File: config.mk
export PLATFORM = sky130hd
export DESIGN_NAME = rope_rider
export DESIGN_NICKNAME = d
export VERILOG_FILES = /design/src/rtl/rope_rider.sv
export SDC_FILE = /design/constraint.sdc
export NUM_CORES = 1
export LEC_CHECK = 0
export CAP_MARGIN = 40
export CORE_AREA = 2 2 86 88
export CTS_CLUSTER_DIAMETER = 200
export CTS_CLUSTER_SIZE = 14
export DETAILED_ROUTE_END_ITERATION = 12
export DIE_AREA = 0 0 88 90
export GPL_ROUTABILITY_DRIVEN = 1
export PLACE_DENSITY_LB_ADDON = 0.15
export RECOVER_POWER = 25
export SLEW_MARGIN = 15
export SYNTH_ARGS = -nofsm -noshare
export SYNTH_HDL_FRONTEND = slang
export SYNTH_SLANG_ARGS = --single-unit
File: constraint.sdc
create_clock -name clk -period 5.83 [get_ports clk]
set_clock_uncertainty 0.15 [all_clocks]
set_input_delay 1.166 -clock clk [delete_from_list [all_inputs] [get_ports clk]]
set_output_delay 1.166 -clock clk [all_outputs]
set_load 0.005 [all_outputs]
File: src/rtl/rope_rider.sv
// Rope grab/ride/release controller: latches the player onto a moving rope, follows it, and releases on a jump edge.
// Optional ride timeout is enabled by defining ROPE_RIDE_TIMEOUT_EN.
module rope_rider #(
  parameter int GRAB_Y_OFFSET   = 8,
  parameter int COOLDOWN_FRAMES = 15,
  parameter int MAX_RIDE_FRAMES = 120
) (
  input  logic               clk,
  input  logic               resetN,
  input  logic               startOfFrame,
  input  logic               collisionRope,
  input  logic               jumpKey,
  input  logic signed [10:0] ropeTopLeftX,
  input  logic signed [10:0] ropeTopLeftY,
  input  logic signed [10:0] ropeWidthX,
  input  logic signed [10:0] playerX,
  output logic               riding,
  output logic signed [10:0] riderX,
  output logic signed [10:0] riderY,
  output logic               releasePulse
);

  typedef enum logic [1:0] {IDLE, RIDE, COOLDOWN} state_t;

  state_t      state;
  logic        hit_flag;
  logic        jump_prev;
  logic [10:0] offset;
  logic [7:0]  cool_count;

  logic               jump_edge;
  logic               grab;
  logic               ride_done;
  logic               release_now;
  logic signed [11:0] diff;
  logic signed [11:0] width_m1;
  logic [10:0]        entry_offset;
  logic [10:0]        reclamp_offset;

  assign jump_edge = jumpKey & ~jump_prev;
  assign grab      = startOfFrame & (hit_flag | collisionRope);

  // Clamp math uses 12 bits so the player/rope distance cannot wrap before clamping.
  assign diff     = {playerX[10], playerX} - {ropeTopLeftX[10], ropeTopLeftX};
  assign width_m1 = {ropeWidthX[10], ropeWidthX} - 12'sd1;

  always_comb begin
    entry_offset   = 11'd0;
    reclamp_offset = 11'd0;
    if (ropeWidthX > 11'sd0) begin
      if (diff < 12'sd0)
        entry_offset = 11'd0;
      else if (diff > width_m1)
        entry_offset = width_m1[10:0];
      else
        entry_offset = diff[10:0];
      if ($signed({1'b0, offset}) > width_m1)
        reclamp_offset = width_m1[10:0];
      else
        reclamp_offset = offset;
    end
  end

`ifdef ROPE_RIDE_TIMEOUT_EN
  logic [15:0] ride_count;
  assign ride_done = startOfFrame && ((ride_count + 16'd1) == 16'(MAX_RIDE_FRAMES));
`else
  logic timeout_unused;
  assign timeout_unused = (MAX_RIDE_FRAMES == 0);
  assign ride_done      = 1'b0;
`endif

  // A jump edge and a timeout on the same frame still produce only one release.
  assign release_now = (state == RIDE) && (jump_edge || ride_done);

  always_ff @(posedge clk) begin
    if (!resetN) begin
      state        <= IDLE;
      hit_flag     <= 1'b0;
      jump_prev    <= 1'b0;
      offset       <= 11'd0;
      cool_count   <= 8'd0;
      riding       <= 1'b0;
      riderX       <= 11'sd0;
      riderY       <= 11'sd0;
      releasePulse <= 1'b0;
`ifdef ROPE_RIDE_TIMEOUT_EN
      ride_count   <= 16'd0;
`endif
    end else begin
      jump_prev    <= jumpKey;
      releasePulse <= 1'b0;
      case (state)
        IDLE: begin
          hit_flag <= startOfFrame ? 1'b0 : (hit_flag | collisionRope);
          if (grab) begin
            state  <= RIDE;
            offset <= entry_offset;
            riding <= 1'b1;
`ifdef ROPE_RIDE_TIMEOUT_EN
            ride_count <= 16'd0;
`endif
          end
        end
        RIDE: begin
          hit_flag <= startOfFrame ? 1'b0 : (hit_flag | collisionRope);
          riderX   <= ropeTopLeftX + $signed(offset);
          riderY   <= ropeTopLeftY + $signed(11'(GRAB_Y_OFFSET));
          if (release_now) begin
            state        <= COOLDOWN;
            cool_count   <= 8'(COOLDOWN_FRAMES);
            riding       <= 1'b0;
            releasePulse <= 1'b1;
          end else if (startOfFrame) begin
            offset <= reclamp_offset;
`ifdef ROPE_RIDE_TIMEOUT_EN
            ride_count <= ride_count + 16'd1;
`endif
          end
        end
        COOLDOWN: begin
          hit_flag <= 1'b0;
          if (startOfFrame) begin
            if (cool_count <= 8'd1) begin
              state      <= IDLE;
              cool_count <= 8'd0;
            end else begin
              cool_count <= cool_count - 8'd1;
            end
          end
        end
        default: state <= IDLE;
      endcase
    end
  end

endmodule

==> run_results.csv, run 1 <==
group,metric,value,unit
worst_setup_path,path_buf_inv,2,
worst_setup_path,max_stage_delay,0.50,ns
yosys,ys_ff_latch,47,
floorplanning,start_util,51.8,%
drt,ant_nets,0,
yosys,synth_cells,438,
worst_setup_path,crit_slowest_cell,"clkdlybuf4s50_1",
sta,worst_slack,0.615,ns
worst_setup_path,critPathKind,"primary input to register",
sta,fin_crit_sh,89.5,%
drt,wl,8.72,mm
yosys,synth-async-reset-ratio,0,%
sta,fmax,0.192,GHz
cts,insertion_delay,0.30,ns
floorplanning,die_y,90,um
global_routing,globalRouteMet3Util,3.12,%
drt,avgViaCountPerCell,5.50,
worst_setup_path,cp-start-kind,"primary input",
sta,final.setup.tns,0,ns
final_layout,multi_input_area,2530,sq um
global_routing,antenna_found_initial,0,
place,place_congestion,0.857,
final_layout,final_common_cell,"clkdlybuf4s50_1",
floorplanning,dieArea,7920,sq um
worst_setup_path,path_delay_family,"compound AO/OA/AOI/OAI gates",
place,io_buffers,72,
power,ir_drop,92.0,uV
worst_setup_path,arrival,5.26,ns
status,status,"completed",
sta,setup_violations,0,
global_routing,grt_max_degree,35,
cts,clk_transition_reported_paths,0.08,ns
power,power.density,210,nW/um^2
global_routing,met2_usage,39.5,%
sta,final-hold-violation-count,0,
sta,finalMaxSlewViolations,0,
cts,cts_sinks,47,
global_routing,grt_pass1_vias,3256,
global_routing,grt_pass1_wl,14.6,mm
final_layout,diodes,0,
power,p_leak,1.92,nW
flow_run,cap_violations,0,
yosys,seq_area_frac_synth,25.9,%
global_routing,track_usage,22.4,%
sta,relSlewSlack,44.8,%
drt,vias,3349,
floorplanning,die_x,88,um
place,place_ws,0.349,ns
final_layout,final_cell_mix,"clkdlybuf4s50_1 (55), ha_1 (48), dfxtp_1 (47)",
global_routing,grt_use_met1,28.3,%
final_layout,drive_gt1_share,5.29,%
sta,finalCriticalPeriod,5.21,ns
cts,cts_tree,"yes",
cts,holdBufCountCts,0,
final_layout,area_growth_syn_to_layout,26.1,%
final_layout,nNetsFinal,608,
worst_setup_path,crit_required,5.87,ns
sta,worst_pin_slew,0.828,ns
global_routing,grt-ovfl-total,0,
yosys,synthesis.nets,537,
place,place_area,4450,sq um
cts,clock-root-buffer,"clkbuf_8",
worst_setup_path,worstPathCellList,"clkdlybuf4s50_1, ha_1, inv_1, fa_1, a21o_1, a221oi_1, a21oi_1, a21o_1, a21oi_1, xnor2_1, ha_1, nand4_1, o22ai_1, nor2_1, nand4b_1, o21a_2, or2_0, a32o_2",
worst_setup_path,worstPathMaxFanout,15,
cts,htree_num_levels,2,
yosys,synth_cell_types,61,
cts,ctsResizeCount,0,
place,dpl.hpwl,7.02,mm
final_layout,num-fill-cells,626,
yosys,avgSynthCellArea,8.30,sq um
global_routing,top_usage_layer,"met2",
floorplanning,rows,31,
cts,cts_buffers,5,
floorplanning,coreArea,7020,sq um
yosys,synth_flop_cell,"dfxtp_1",
cts,clk_path_buf_depth,2,
worst_setup_path,cp-end-kind,"register",
drt,drc_errors,0,
final_layout,seq_area,941,sq um
yosys,yosys_warnings,0,
drt,drtIter0Drc,127,
cts,post_cts_buffers,0,
drt,drt-pass1-iter-count,4,
drt,drt-wirelength-per-cell,14.3,um
final_layout,stdcell_area,4590,sq um
yosys,synth_edf_count,0,
hold_path,worstHoldPathType,"register to register",
floorplanning,io_pins,73,
sta,rsz0062_at_grt,"no",
yosys,syn_area,3640,sq um
## synth_stat cells (all sizes together), types with 4 or more instances
| cell type | number | area, sq um |
|---|---|---|
| ha | 48 | 601 |
| dfxtp | 47 | 941 |
| nand2 | 45 | 169 |
| a21oi | 39 | 206 |
| nor2 | 34 | 128 |
| inv | 27 | 101 |
| xnor2 | 19 | 166 |
| o21ai | 17 | 88.8 |
| xor2 | 14 | 123 |
| nand3 | 13 | 65.1 |
| a211oi | 10 | 75.1 |
| nor3 | 9 | 45.0 |
| a22o | 8 | 71.3 |
| clkbuf | 8 | 40.0 |
| a21o | 7 | 52.6 |
| a31oi | 7 | 58.8 |
| nand2b | 7 | 43.8 |
| nor2b | 6 | 37.5 |
| o21a | 6 | 46.3 |
| or2 | 6 | 37.5 |
| and3 | 5 | 36.3 |
| o211ai | 5 | 51.3 |
| a32o | 4 | 42.5 |
| and2 | 4 | 26.3 |
| nand4 | 4 | 25.0 |
## registers in the layout, summed over array words and instances, names as in the netlist
signal,flops
jump_prev,1
offset,11
releasePulse,1
state,2
riderX,11
hit_flag,1
cool_count,8
riding,1
riderY,11
## path summary, 6_finish.rpt
| path | start | depth (start not counted) | to | slack, ns |
|---|---|---|---|---|
| setup / recovery | ropeTopLeftX[0] | 18 | offset[8] | 0.62 |
| hold / removal | riderX[5] | 2 | riderX[5] | 0.30 |
| setup reg to reg | state[1] | 5 | offset[8] | 3.23 |
| hold reg to reg | riderX[5] | 2 | riderX[5] | 0.30 |
## report_power, final
part / switching [W] / internal, W / total (W) / leakage, nW
registers: 0.0000120 / 0.000340 / 0.000352 / 0.383
clock network: 0.000110 / 0.000171 / 0.000281 / 0.0654
logic: 0.000171 / 0.000158 / 0.000328 / 1.48
total: 0.000292 / 0.000668 / 0.000961 / 1.92
## cell type report
cell class	count	area share, %
well taps	99	2.70
inverters	28	2.29
flip-flops and latches	47	20.5
clock buffers	6	1.58
multi-input cells	352	55.2
clock inverters	2	1.31
repair buffers	75	16.4
## through the flow
stage	instances	power [W]	utilization [%]	hold WS (ns)
5_1_grt	609	0.00102	65.3	0.320
3_5_place_dp	601	0.000688	63.4	0.296
4_1_cts	609	0.000968	65.3	0.307
2_1_floorplan	438	0.000579	-	0.298
6_report	609	0.000961	65.3	0.303
3_3_place_gp	600	0.000678	63.2	0.289
## cell families after synthesis
family | synth area share, %
AND/OR/NAND/NOR | 19.8
AO/OA/AOI/OAI | 23.4
adder cells (fa/ha/maj) | 17.6
flip-flops | 25.9
buffers and inverters | 4.58
XOR/XNOR | 7.95
multiplexers | 0.826
## metal layers
layer / wire, um / vias to the layer above
met2: 4220 / 86
met4: 117 / 0
met1: 3950 / 1532
met3: 430 / 11
li1: - / 1720
met5: 0 / -
## worst min-delay path: stages (launching register included)
cell     delay, ns
dfxtp_1       0.31
nand2_1       0.05
a21oi_1       0.05
Power figures use the tool's default switching activity.
==> run 2, diff against run 1 <==
==> constraint.sdc (replaced) <==
create_clock -name clk -period 5.83 [get_ports clk]
set_clock_uncertainty 0.15 [all_clocks]
set_input_delay 0.8745 -clock clk [delete_from_list [all_inputs] [get_ports clk]]
set_output_delay 0.8745 -clock clk [all_outputs]
set_load 0.005 [all_outputs]
==> run_results.csv, run 2 (synthesis gave the netlist of run 1 again) <==
group,metric,value,unit
worst_setup_path,path_buf_inv,2,
power,p_leak,1.85,nW
drt,drtIter0Drc,143,
floorplanning,io_pins,73,
sta,fin_crit_sh,82.8,%
floorplanning,coreArea,7020,sq um
cts,post_cts_buffers,0,
final_layout,postLayoutCoreUtil,64.6,%
global_routing,grt_pass1_wl,14.8,mm
status,violations,"max-capacitance violations, max-slew violations",
sta,rsz0062_at_grt,"no",
drt,vias,3412,
worst_setup_path,worstPathCellList,"clkdlybuf4s50_1, ha_1, inv_1, fa_1, a21o_1, a221oi_1, a21oi_1, a21o_1, a21oi_1, xnor2_1, ha_1, nand4_1, o22ai_1, nor2_1, nand4b_1, o21a_2, or2_0, a32o_1",
cts,insertion_delay,0.29,ns
global_routing,grt_pass1_vias,3217,
cts,cts_buffers,5,
final_layout,drive_gt1_share,5.28,%
status,status,"finished with violations",
worst_setup_path,worstPathMaxFanout,15,
final_layout,diodes,0,
place,io_buffers,72,
final_layout,reg.largest.list,"offset x11, riderX x11, riderY x11",
place,place_area,4450,sq um
floorplanning,die_x,88,um
sta,setup_violations,0,
power,ir_drop,98.9,uV
drt,drc_errors,0,
worst_setup_path,crit_slowest_cell,"clkdlybuf4s50_1",
drt,wl,8.77,mm
cts,clk_path_buf_depth,2,
drt,ant_nets,0,
worst_setup_path,arrival,4.87,ns
drt,drt-pass1-iter-count,4,
cts,clock-root-buffer,"clkbuf_8",
global_routing,grt-ovfl-total,0,
sta,final-hold-violation-count,0,
global_routing,grt_max_degree,35,
final_layout,area_growth_syn_to_layout,24.8,%
floorplanning,start_util,51.8,%
sta,fmax,0.207,GHz
cts,ctsResizeCount,0,
sta,worst_pin_slew,1.52,ns
worst_setup_path,crit_required,5.87,ns
final_layout,final_common_cell,"clkdlybuf4s50_1",
global_routing,track_usage,22.8,%
sta,finalCriticalPeriod,4.83,ns
cts,cts_sinks,47,
power,p_total,0.000880,W
floorplanning,dieArea,7920,sq um
sta,hold_ws,0.307,ns
cts,htree_num_levels,2,
final_layout,stdcell_area,4540,sq um
flow_run,cap_violations,1,
hold_path,worstHoldPathType,"register to register",
power,power.density,194,nW/um^2
worst_setup_path,path_delay_family,"compound AO/OA/AOI/OAI gates",
drt,drt-wirelength-per-cell,14.4,um
place,place_congestion,0.865,
cts,cts_tree,"yes",
worst_setup_path,max_stage_delay,0.50,ns
cts,holdBufCountCts,0,
cts,clk_transition_reported_paths,0.09,ns
final_layout,final_cell_mix,"clkdlybuf4s50_1 (71), ha_1 (48), dfxtp_1 (47)",
floorplanning,rows,31,
global_routing,antenna_found_initial,0,
worst_setup_path,cp-end-kind,"register",
drt,avgViaCountPerCell,5.59,
sta,final.setup.tns,0,ns
place,dpl.hpwl,7.01,mm
worst_setup_path,critPathKind,"primary input to register",
floorplanning,die_y,90,um
sta,finalMaxSlewViolations,35,
worst_setup_path,cp-start-kind,"primary input",
sta,relSlewSlack,-1.25,%
final_layout,nNetsFinal,609,
-- run 2: changes by cell type in the layout (fill, tap and decap cells not counted), sizes merged --
cell,before,now
bufinv,2,0
clkbuf,6,7
clkdlybuf4s50,55,71
clkinv,1,2
clkinvlp,0,1
dlygate4sd3,17,1
-- run 2: layout make-up --
cell class | instances | area [sq um]
fillers | 633 | 2480
well taps | 99 | 124
clock buffers | 6 | 72.6
repair buffers | 76 | 751
flip-flops and latches | 47 | 941
inverters | 28 | 105
clock inverters | 2 | 12.5
multi-input cells | 352 | 2530
-- run 2: worst paths after layout --
kind | startpoint | to | slack [ns] | cells past startpoint
worst max-delay path | ropeTopLeftX[0] | offset[1] | 1.00 | 18
worst min register to register | riderX[4] | riderX[4] | 0.31 | 2
worst min-delay path | riderX[4] | riderX[4] | 0.31 | 2
worst max register to register | offset[10] | offset[5] | 3.30 | 9
-- run 2: report_power, final --
| group | total (W) | switching (W) | internal, W |
|---|---|---|---|
| clock network | 0.000194 | 0.000110 | 0.0000840 |
| registers | 0.000352 | 0.0000123 | 0.000340 |
| logic | 0.000334 | 0.000173 | 0.000161 |
-- run 2: worst reg2reg max path: stages (launching register included) --
cell and delay, ns:
dfxtp_1 0.34, ha_1 0.30, and3_1 0.20, nand4_1 0.15
or3_1 0.40, o21ai_2 0.09, nand2_1 0.07, a21oi_1 0.38
buf_4 0.25, a22o_1 0.14
-- run 2: metal layers --
layer	track usage (%)	part of all wire (%)
met1	30.1	46
met2	39.5	49
met3	2.75	4.4
met4	4.87	0.89
met5	0	0
-- run 2: per-stage QoR --
step | setup slack (ns) | instances
2_1_floorplan | 1.63 | 438
3_3_place_gp | 0.791 | 600
5_1_grt | 0.620 | 610
6_report | 1.00 | 610
3_5_place_dp | 0.648 | 601
4_1_cts | 0.965 | 609
==> run 3, diff against run 2 <==
--- a/config.mk
+++ b/config.mk
@@ -6,11 +6,11 @@
 export NUM_CORES = 1
 export LEC_CHECK = 0
 export CAP_MARGIN = 40
-export CORE_AREA = 2 2 86 88
+export CORE_AREA = 2 2 91 93
 export CTS_CLUSTER_DIAMETER = 200
 export CTS_CLUSTER_SIZE = 14
 export DETAILED_ROUTE_END_ITERATION = 12
-export DIE_AREA = 0 0 88 90
+export DIE_AREA = 0 0 93 95
 export GPL_ROUTABILITY_DRIVEN = 1
 export PLACE_DENSITY_LB_ADDON = 0.15
 export RECOVER_POWER = 25
==> constraint.sdc (replaced) <==
create_clock -name clk -period 3.9 [get_ports clk]
set_clock_uncertainty 0.15 [all_clocks]
set_input_delay 0.585 -clock clk [delete_from_list [all_inputs] [get_ports clk]]
set_output_delay 0.585 -clock clk [all_outputs]
set_load 0.005 [all_outputs]
==> run_results.csv, run 3 (synthesis gave the netlist of run 1 again) <==
group,metric,value,unit
power,p_leak,2.31,nW
hold_path,hold_depth,2,
power,ir_drop,175,uV
hold_path,worstHoldPathType,"register to register",
sta,fmax,0.263,GHz
worst_setup_path,r2r_start,"offset[0]",
floorplanning,dieArea,8840,sq um
floorplanning,io_pins,73,
status,violations,"max-capacitance violations, max-slew violations",
final_layout,drive_gt1_share,21.7,%
status,status,"finished with violations",
global_routing,grt-ovfl-total,0,
worst_setup_path,max_stage_delay,0.37,ns
final_layout,final_common_cell,"buf_4",
final_layout,nNetsFinal,679,
cts,insertion_delay,0.30,ns
final_layout,reg.largest.list,"offset x11, riderX x11, riderY x11",
sta,setup_violations,0,
hold_path,hold_path_end,"riderX[3]",
drt,drt-wirelength-per-cell,14.2,um
drt,wl,9.75,mm
drt,vias,3698,
final_layout,diodes,0,
floorplanning,die_x,93,um
hold_path,hold_start,"riderX[3]",
worst_setup_path,critPathKind,"primary input to register",
final_layout,final_cell_mix,"buf_4 (72), clkdlybuf4s50_1 (55), dfxtp_1 (47)",
worst_setup_path,r2r_cells,10,
sta,final.setup.tns,0,ns
global_routing,grt_pass1_wl,16.1,mm
worst_setup_path,crit_slowest_cell,"fa_2",
worst_setup_path,path_delay_family,"compound AO/OA/AOI/OAI gates",
floorplanning,start_util,45.9,%
global_routing,antenna_found_initial,0,
floorplanning,rows,33,
drt,drt-pass1-iter-count,4,
cts,cts_buffers,5,
place,dpl.hpwl,7.49,mm
global_routing,track_usage,22.7,%
drt,ant_nets,0,
global_routing,grt_max_degree,35,
sta,finalMaxSlewViolations,35,
drt,drc_errors,0,
worst_setup_path,cp-end-kind,"register",
power,power.density,302,nW/um^2
cts,clock-root-buffer,"clkbuf_8",
drt,drtIter0Drc,104,
sta,hold_ws,0.300,ns
worst_setup_path,path_buf_inv,1,
worst_setup_path,r2r-end,"riderX[10]",
worst_setup_path,crit_required,3.95,ns
place,place_congestion,0.906,
sta,final-hold-violation-count,0,
cts,clk_transition_reported_paths,0.09,ns
worst_setup_path,worstPathCellList,"dlygate4sd2_1, fa_2, a21o_1, a221oi_4, a21oi_2, a21o_1, a21oi_2, xnor2_2, ha_1, nand4_1, o22ai_1, nor2_1, nand4b_1, o21a_4, or2_0, a32o_2",
flow_run,cap_violations,1,
worst_setup_path,critPathLaunch,"playerX[1]",
sta,finalCriticalPeriod,3.80,ns
cts,cts_sinks,47,
cts,clk_path_buf_depth,2,
sta,relSlewSlack,-0.707,%
cts,cts_tree,"yes",
sta,fin_crit_sh,97.3,%
cts,htree_num_levels,2,
worst_setup_path,worstPathMaxFanout,8,
floorplanning,die_y,95,um
sta,worst_pin_slew,1.51,ns
floorplanning,coreArea,7930,sq um
worst_setup_path,cp-start-kind,"primary input",
sta,rsz0062_at_grt,"yes",
final_layout,area_growth_syn_to_layout,45.8,%
worst_setup_path,ff2ff_setup_slack,1.38,ns
place,io_buffers,72,
drt,avgViaCountPerCell,5.39,
worst_setup_path,arrival,3.84,ns
global_routing,grt_pass1_vias,3667,
## run 3: cell count changes in the layout (fill, tap and decap cells not counted), sizes merged
| cell | delta |
|---|---|
| buf | +71 |
| clkinvlp | -1 |
| o21a | +1 |
| clkbuf | +2 |
| clkinv | -1 |
| dlygate4sd2 | +3 |
| bufinv | +2 |
| dlymetal6s2s | +9 |
| clkdlybuf4s50 | -16 |
## run 3: how the worst max path moves through the flow
stage | slack (ns) | cells past startpoint | to
after floorplan | 0.003 | 19 | offset[3]
after global routing | -0.06 | 16 | offset[8]
after CTS | 0.001 | 17 | offset[7]
after detailed placement | -0.84 | 18 | offset[8]
final | 0.10 | 16 | offset[8]
after global placement | -0.76 | 18 | offset[8]
## run 3: cell type report
class | count | area [sq um]
Clock inverter | 2 | 60.1
Tap cell | 105 | 131
Timing Repair Buffer | 145 | 1280
Sequential cell | 47 | 941
Inverter | 28 | 108
Multi-Input combinational cell | 353 | 2710
Fill cell | 674 | 2630
Clock buffer | 6 | 72.6
## run 3: worst min-delay path: stages (launching register included)
cell	delay, ns
dfxtp_1	0.31
nand2_1	0.05
a21oi_1	0.05
## run 3: per-stage QoR
stage	worst slack (ns)	area, sq um	power (W)	util [%]	instances
floorplan	0.00317	3640	0.000867	-	438
global placement	-0.757	4850	0.00109	61.1	659
CTS	0.00131	5190	0.00159	65.5	680
finish	0.104	5300	0.00160	66.9	686
global route	-0.0590	5300	0.00170	66.9	686
detailed placement	-0.836	4850	0.00110	61.1	659
## run 3: layer usage
metal / global-route usage [%] / wire, um / vias to the layer above
li1: - / - / 1867
met2: 42.1 / 4760 / 100
met3: 2.71 / 353 / 25
met5: 0 / 0 / -
met4: 9.80 / 289 / 0
met1: 26.3 / 4350 / 1706
## run 3: timing repair
item	4_1_cts	5_1_grt
hold buffers	0	0
buffers inserted	12	5
gates cloned	1	0
setup endpoints to repair	11	11
pin swaps	22	26
resized for setup	31	29
## run 3: power breakdown
| group | internal (W) | total, W | switching, W |
|---|---|---|---|
| Sequential | 0.000508 | 0.000526 | 0.0000181 |
| Clock | 0.000256 | 0.000419 | 0.000163 |
| Combinational | 0.000351 | 0.000656 | 0.000305 |
